--- src/rtl/line_index_encoder_if.sv ---
// ---------------------------------------------------------------------------
// line_index_encoder_if
//
// Groups the request/result signals of the 128-to-7 line index encoder.
//
// Signals:
//   start  - request a scan of vec (controller -> encoder)
//   vec    - 128-bit line vector to encode (controller -> encoder)
//   busy   - scan in progress (encoder -> controller)
//   done   - one-cycle pulse, results valid (encoder -> controller)
//   found  - at least one bit of the captured vector was set
//   index  - index of the lowest set bit, 0 when found is 0
//   multi  - more than one bit of the captured vector was set
//
// Modports:
//   master - the cache controller side that issues scans
//   slave  - the encoder itself
// ---------------------------------------------------------------------------
interface line_index_encoder_if;
    logic         start;
    logic [127:0] vec;
    logic         busy;
    logic         done;
    logic         found;
    logic [6:0]   index;
    logic         multi;

    modport master (
        output start, vec,
        input  busy, done, found, index, multi
    );

    modport slave (
        input  start, vec,
        output busy, done, found, index, multi
    );
endinterface

--- src/rtl/line_index_encoder.sv ---
// ---------------------------------------------------------------------------
// line_index_encoder
//
// Sequential 128-to-7 priority encoder. A scan request captures the 128-bit
// line vector into a snapshot, then walks it in eight 16-bit chunks (one per
// cycle, always all eight) accumulating the lowest set bit and whether more
// than one bit is set. Results are published together with a one-cycle done
// and held until the next done.
//
// Ports:
//   clk  - rising-edge clock
//   rst  - synchronous, active-high reset
//   bus  - line_index_encoder_if.slave: start/vec in, busy/done/found/index/
//          multi out
// ---------------------------------------------------------------------------
module line_index_encoder (
    input  logic                 clk,
    input  logic                 rst,
    line_index_encoder_if.slave  bus
);

    localparam logic [1:0] ST_IDLE = 2'd0;
    localparam logic [1:0] ST_SCAN = 2'd1;
    localparam logic [1:0] ST_DONE = 2'd2;

    logic [1:0]   state_q,     state_d;
    logic [2:0]   cnt_q,       cnt_d;
    logic [127:0] snap_q,      snap_d;
    logic         found_acc_q, found_acc_d;
    logic         multi_acc_q, multi_acc_d;
    logic [6:0]   index_acc_q, index_acc_d;
    logic         found_q,     found_d;
    logic         multi_q,     multi_d;
    logic [6:0]   index_q,     index_d;

    logic [15:0]  chunk;
    logic         chunk_nz;
    logic         chunk_multi;
    logic [3:0]   low_pos;
    logic         found_nx;
    logic         multi_nx;
    logic [6:0]   index_nx;
    logic         accept;

    // Evaluate the chunk selected by the counter and fold it into the
    // accumulators. chunk & (chunk-1) clears the lowest set bit, so it is
    // nonzero exactly when the chunk holds two or more ones.
    always_comb begin
        chunk       = snap_q[{cnt_q, 4'd0} +: 16];
        chunk_nz    = |chunk;
        chunk_multi = |(chunk & (chunk - 16'd1));
        low_pos     = 4'd0;
        for (int i = 15; i >= 0; i--) begin
            if (chunk[i]) begin
                low_pos = 4'(i);
            end
        end
        found_nx = found_acc_q | chunk_nz;
        multi_nx = multi_acc_q | chunk_multi | (chunk_nz & found_acc_q);
        index_nx = (chunk_nz && !found_acc_q) ? {cnt_q, low_pos} : index_acc_q;
    end

    // A new request is taken only when no scan is running; DONE accepts too
    // so back-to-back requests leave no idle gap.
    assign accept = bus.start && ((state_q == ST_IDLE) || (state_q == ST_DONE));

    // Next-state logic: capture on accept, step through the chunks in SCAN,
    // and publish the folded result when the last chunk is processed.
    always_comb begin
        state_d     = state_q;
        cnt_d       = cnt_q;
        snap_d      = snap_q;
        found_acc_d = found_acc_q;
        multi_acc_d = multi_acc_q;
        index_acc_d = index_acc_q;
        found_d     = found_q;
        multi_d     = multi_q;
        index_d     = index_q;

        case (state_q)
            ST_IDLE, ST_DONE: begin
                if (accept) begin
                    snap_d      = bus.vec;
                    cnt_d       = 3'd0;
                    found_acc_d = 1'b0;
                    multi_acc_d = 1'b0;
                    index_acc_d = 7'd0;
                    state_d     = ST_SCAN;
                end else begin
                    state_d     = ST_IDLE;
                end
            end
            ST_SCAN: begin
                found_acc_d = found_nx;
                multi_acc_d = multi_nx;
                index_acc_d = index_nx;
                cnt_d       = cnt_q + 3'd1;
                if (cnt_q == 3'd7) begin
                    found_d = found_nx;
                    multi_d = multi_nx;
                    index_d = index_nx;
                    state_d = ST_DONE;
                end
            end
            default: begin
                state_d = ST_IDLE;
            end
        endcase
    end

    // State and result registers; reset abandons any scan in flight.
    always_ff @(posedge clk) begin
        if (rst) begin
            state_q     <= ST_IDLE;
            cnt_q       <= 3'd0;
            snap_q      <= '0;
            found_acc_q <= 1'b0;
            multi_acc_q <= 1'b0;
            index_acc_q <= 7'd0;
            found_q     <= 1'b0;
            multi_q     <= 1'b0;
            index_q     <= 7'd0;
        end else begin
            state_q     <= state_d;
            cnt_q       <= cnt_d;
            snap_q      <= snap_d;
            found_acc_q <= found_acc_d;
            multi_acc_q <= multi_acc_d;
            index_acc_q <= index_acc_d;
            found_q     <= found_d;
            multi_q     <= multi_d;
            index_q     <= index_d;
        end
    end

    assign bus.busy  = (state_q == ST_SCAN);
    assign bus.done  = (state_q == ST_DONE);
    assign bus.found = found_q;
    assign bus.multi = multi_q;
    assign bus.index = index_q;

endmodule
--- src/flat_wrapper.sv ---
// flat-port wrapper written by rule: the top's interface ports become plain ports
module line_index_encoder_flat 
  (clk, rst, bus_start, bus_vec, bus_busy, bus_done, bus_found, bus_index, bus_multi);
  line_index_encoder_if bus_i ();
  input  logic clk;
  input  logic rst;
  input wire logic [$bits(bus_i.start)-1:0] bus_start;
  input wire logic [$bits(bus_i.vec)-1:0] bus_vec;
  output wire logic [$bits(bus_i.busy)-1:0] bus_busy;
  output wire logic [$bits(bus_i.done)-1:0] bus_done;
  output wire logic [$bits(bus_i.found)-1:0] bus_found;
  output wire logic [$bits(bus_i.index)-1:0] bus_index;
  output wire logic [$bits(bus_i.multi)-1:0] bus_multi;
  assign bus_i.start = bus_start;
  assign bus_i.vec = bus_vec;
  assign bus_busy = bus_i.busy;
  assign bus_done = bus_i.done;
  assign bus_found = bus_i.found;
  assign bus_index = bus_i.index;
  assign bus_multi = bus_i.multi;
  line_index_encoder u_core (.clk(clk), .rst(rst), .bus(bus_i));
endmodule
--- config.mk ---
export PLATFORM = sky130hd
export DESIGN_NAME = line_index_encoder_flat
export DESIGN_NICKNAME = d
export VERILOG_FILES = /design/src/rtl/line_index_encoder_if.sv /design/src/rtl/line_index_encoder.sv /design/src/flat_wrapper.sv
export SDC_FILE = /design/constraint.sdc
export NUM_CORES = 1
export LEC_CHECK = 0
export CAP_MARGIN = 25
export CORE_ASPECT_RATIO = 2
export CORE_MARGIN = 3
export CORE_UTILIZATION = 50
export CTS_CLUSTER_SIZE = 30
export DETAILED_ROUTE_END_ITERATION = 16
export HOLD_SLACK_MARGIN = 0.15
export PLACE_DENSITY = 0.78
export SLEW_MARGIN = 30
export SYNTH_ARGS = -nofsm -noshare
export SYNTH_HDL_FRONTEND = slang
export SYNTH_SLANG_ARGS = --single-unit
--- constraint.sdc ---
create_clock -name clk -period 4.9 [get_ports clk]
set_clock_uncertainty 0.15 [all_clocks]
set_input_delay 1.47 -clock clk [delete_from_list [all_inputs] [get_ports clk]]
set_output_delay 1.47 -clock clk [all_outputs]
set_load 0.02 [all_outputs]
After elaboration in Yosys (flattened, before gate mapping)

Index checks and enable logic that the tools add are counted.

Flip-flop bits (word level): 151
Input bits: 131
Output and inout bits: 11
Logic and storage cells: 61

$add $sub $neg: 2
Equal/unequal tests: 5
Shifts and indexed selects: 1
Muxes and demuxes: 27
Bitwise logic cells: 5
Reduce and logical (&&, ||, !) cells: 12

Operators with widths:

| operator                                                              | number |
|---|---|
| 128-bit by 8-bit variable part select with 16-bit output              | 1 |
| 4-bit two-way mux                                                     | 16 |
| 16-bit OR reduction                                                   | 2 |
| 16-bit bitwise AND                                                    | 1 |
| 16-bit by 1-bit subtractor with 16-bit output, second input constant  | 1 |
| 7-bit two-way mux                                                     | 2 |
| 7-bit case mux with 2 select lines                                    | 1 |
| 3-bit case mux with 2 select lines                                    | 1 |
| 2-bit AND reduction                                                   | 3 |
| 2-bit by 1-bit != test with 1-bit output, second input constant       | 2 |
| 1-bit case mux with 2 select lines                                    | 2 |
| 2-bit case mux with 2 select lines                                    | 1 |
| 3-bit by 1-bit adder with 3-bit output, second input constant         | 1 |
| 3-bit equality test, second input constant                            | 1 |
| 3-bit two-way mux                                                     | 1 |
| 1-bit bitwise OR                                                      | 3 |
| 2-bit by 1-bit equality test with 1-bit output, second input constant | 1 |
| 2-bit equality test, second input constant                            | 1 |
| 1-bit logical AND                                                     | 2 |
| 2-bit logical NOT                                                     | 1 |
| 1-bit two-way mux                                                     | 2 |
| 2-bit two-way mux                                                     | 1 |
| 2-bit nonzero test                                                    | 1 |
| 2-bit OR reduction                                                    | 1 |
| 3 further kinds                                                       | 3 |

Longest topological paths before layout

Depth in word-level cells: 19
Mapped depth: 12
Gate-level depth less buffers: 8

Worst setup path before layout

Ideal clock, no wire load.

Path kind: input-to-reg
From: input port bus_start
To: register u_core.snap_q[58]
Setup time: 70 ps
Arrival time: 2423 ps
Required time: 4680 ps
Setup slack: 2256 ps
Stages: 5
Path buffers: 2
Cell sequence: nor2b_1 -> clkbuf_1 -> clkbuf_1 -> nand2_1 -> a21oi_1

Word-level cells in the longest chain between the ends: 2

RTL lines:

| element                       | RTL line                  | source |
|---|---|---|
| start, declared               | flat_wrapper.sv:7         | `input wire logic [$bits(bus_i.start)-1:0] bus_start;` |
| 1-bit logical AND             | line_index_encoder.sv:65  | `assign accept = bus.start && ((state_q == ST_IDLE) \|\| (state_q == ST_DONE));` |
| 2-bit AND reduction (no line) | -                         |  |
| end signal, assigned          | line_index_encoder.sv:126 | `snap_q <= snap_d;` |
| end, declared                 | line_index_encoder.sv:28  | `logic [127:0] snap_q, snap_d;` |

No other way between the ends.
A chain may end at the register's enable or synchronous reset.

Final worst setup path

From: register u_core.state_q[0]
To: output port bus_busy

Word-level cells in the longest chain between the ends: 1

RTL lines:

| element                                        | RTL line                  | source |
|---|---|---|
| start, declared                                | line_index_encoder.sv:26  | `logic [1:0] state_q, state_d;` |
| start signal, assigned                         | line_index_encoder.sv:124 | `state_q <= state_d;` |
| 2-bit by 1-bit equality test with 1-bit output | line_index_encoder.sv:136 | `assign bus.busy = (state_q == ST_SCAN);` |
| end, declared                                  | flat_wrapper.sv:9         | `output wire logic [$bits(bus_i.busy)-1:0] bus_busy;` |

No other way between the ends.

==> results_dict.tcl <==
set metrics [dict create \
    syn_nets 1007 \
    die-area_sq_mm 0.0155 \
    cpPeakStageDelay_ns 0.63 \
    finalCritPeriodShare 0.736 \
    multiInputGateArea_sq_mm 0.00364 \
    ios 142 \
    cts_hold_buffers 0 \
    syn_inst 874 \
    hp-class "reg2reg" \
    final-setup-viol-count 0 \
    arrival_ns 1.98 \
    grt_max_degree 94 \
    ant_nets 0 \
    finalHoldViolCount 0 \
    peakVddDrop_mv 0.232 \
    final-seq-area_sq_mm 0.00303 \
    grt_pass1_wl_mm 31.3 \
    p_per_area_mw_per_mm2 347 \
    synth_most_common_cell "nand2_1" \
    ys.flop_type "dfxtp_1" \
    final_max_slew_viol_count 0 \
    maxCapViolCount 0 \
    worstPathMaxFanout 10 \
    post_cts.repair.setup_buffers 0 \
    yosys_register_bits 151 \
    gp_congestion 0.967 \
    hold_ws_ns 0.303 \
    num_vias 6426 \
    max_freq_mhz 277 \
    avgSynthCellArea_sq_um 7.99 \
    use_met2 0.476 \
    start_util 0.514 \
    met3_usage 0.0372 \
    top_usage_layer "met2" \
    antenna_found_initial 0 \
    wl_per_cell_um 16.8 \
    ys_warn_count 0 \
    slew_headroom 0.412 \
    worst_path_max_delay_cell "clkdlybuf4s50_1" \
    end_kind "output port" \
    cp-start-kind "register" \
    path_clk_slew_ns 0.06 \
    drive_above_1_share 0.0688 \
    status "finished, final reports clean" \
    path_cells "nand2b_1 > clkinv_1 > clkdlybuf4s50_1" \
    ys_top_cells_by_area "dfxtp_1, nand2_1, a21oi_1" \
    insertion_delay_ns 0.42 \
    p_leak_uw 0.00320 \
    die_height_um 173 \
    setup-tns-final_ns 0 \
    synth_largest_area_cell "dfxtp_1" \
    synth-seq-area-share 0.433 \
    required_ns 3.28 \
    async_reset_ff_frac 0 \
    cts_buffers 17 \
    cts.repair.resized 0 \
    clockBufferDepth 2 \
    row_count 60 \
    crit_type "reg2out" \
    dp_hpwl_mm 14.5 \
    synth_commonest_cells "nand2_1, dfxtp_1, a21oi_1" \
    cts_sinks 151 \
    cts_tree "yes" \
    wirelength_mm 19.7 \
    rsz0062_at_grt "false" \
    numPortBuffers 141 \
    synth_area_sq_mm 0.00698 \
    fillers 1151 \
    grt_usage 0.262 \
    core_sq_mm 0.0136 \
    yosysTopAreaCellShare 0.433 \
    diodes 0 \
    synth_edf_count 0 \
    tightest_slew_ns 0.882 \
    use_met1 0.277 \
    h-tree-depth 4 \
    first_global_vias 6263 \
    drc 0 \
    synth_cell_types 58 \
    dieWidth_um 89.6 \
    cts_root_buf "clkbuf_16" \
    area_growth_pct 28.5 \
    layout.nets 1108 \
    dr.pass1.iters 5 \
    overflow 0 \
    layout_min_cycle_time_ns 3.60 \
    drtIter0Drc 363 \
    via_per_inst 5.47 \
]
[worst paths after layout]
check / slack [ns] / endpoint / cells after the start / startpoint
setup / recovery: 1.30 / bus_busy / 3 / u_core.state_q[0]
setup reg to reg: 1.52 / u_core.bus.multi / 8 / u_core.cnt_q[1]
hold reg to reg: 0.30 / u_core.snap_q[27] / 2 / u_core.snap_q[27]
hold / removal: 0.30 / u_core.snap_q[27] / 2 / u_core.snap_q[27]
[critical path: cells and delay by family, from the launching register on]
| family | cells | cell delay, ns |
|---|---|---|
| and+or+nand+nor | 1 | 0.26 |
| buffers and inverters | 2 | 0.96 |
| DFF | 1 | 0.35 |
[logic make-up after synthesis]
group                      after synthesis  synth area share
and+or+nand+nor                        386             0.234
AOI/OAI and AO/OA                      195             0.163
DFF                                    151             0.433
buffers and inverters                   70            0.0484
muxes                                   69             0.116
adders and majority gates                3           0.00502
[flip-flops by register name, indices dropped and copies added, names as in the netlist]
| signal | count |
|---|---|
| u_core.snap_q | 128 |
| u_core.bus.index | 7 |
| u_core.index_acc_q | 7 |
| u_core.cnt_q | 3 |
| u_core.state_q | 2 |
| u_core.bus.found | 1 |
| u_core.bus.multi | 1 |
| u_core.found_acc_q | 1 |
| u_core.multi_acc_q | 1 |
[final cells by class]
cell class	instances	share of cell area
Sequential cell	151	0.338
Inverter	3	0.00126
Tap cell	186	0.0259
Clock buffer	18	0.0478
Timing Repair Buffer	149	0.167
Multi-Input combinational cell	653	0.405
Clock inverter	14	0.0155
[per-layer routing]
metal  up-vias  routed length [um]
met4         0                 998
met2       167               11100
met1      3030                6990
met5         -                   0
met3        40                 643
li1       3189                   -
[report_power, final]
part / leakage [uW] / internal [uW] / switching (uW) / total (uW)
registers: 0.00124 / 1300 / 48.4 / 1350
clock network: 0.000270 / 711 / 543 / 1250
logic: 0.00169 / 241 / 272 / 513
[cell usage in the layout, fill, tap and decap left out, types with 3 or more instances in the layout]
| cell type | synthesis | layout |
|---|---|---|
| nand2_1 | 282 | 282 |
| dfxtp_1 | 151 | 149 |
| clkdlybuf4s50_1 | 0 | 140 |
| a21oi_1 | 137 | 137 |
| mux2i_1 | 53 | 53 |
| nor2_1 | 35 | 35 |
| nand3_1 | 24 | 24 |
| clkbuf_16 | 0 | 17 |
| a22oi_1 | 16 | 16 |
| a211oi_1 | 9 | 9 |
| nand2b_1 | 8 | 7 |
| mux2_2 | 7 | 7 |
| buf_4 | 2 | 7 |
| mux4_2 | 6 | 6 |
| nor2b_1 | 6 | 5 |
| o2111ai_1 | 5 | 5 |
| o21ai_0 | 5 | 5 |
| inv_6 | 0 | 5 |
| and2_1 | 4 | 4 |
| nor3_1 | 4 | 4 |
| and4_1 | 3 | 3 |
| nand3b_1 | 3 | 3 |
| a31oi_1 | 3 | 3 |
| and3_1 | 3 | 3 |
| clkinvlp_4 | 0 | 3 |
| clkinv_4 | 0 | 3 |
[stage by stage]
stage / utilization / power, uW / setup WS, ns / std cells / area, sq um
2_1_floorplan: - / 1680 / 2.26 / 874 / 6980
3_3_place_gp: 0.618 / 1880 / 1.41 / 1142 / 8400
6_report: 0.660 / 3110 / 1.30 / 1174 / 8970
4_1_cts: 0.660 / 3120 / 1.30 / 1174 / 8970
3_5_place_dp: 0.618 / 1880 / 1.38 / 1142 / 8400
5_1_grt: 0.660 / 3230 / 1.17 / 1174 / 8970
Power figures use the tool's default switching activity.
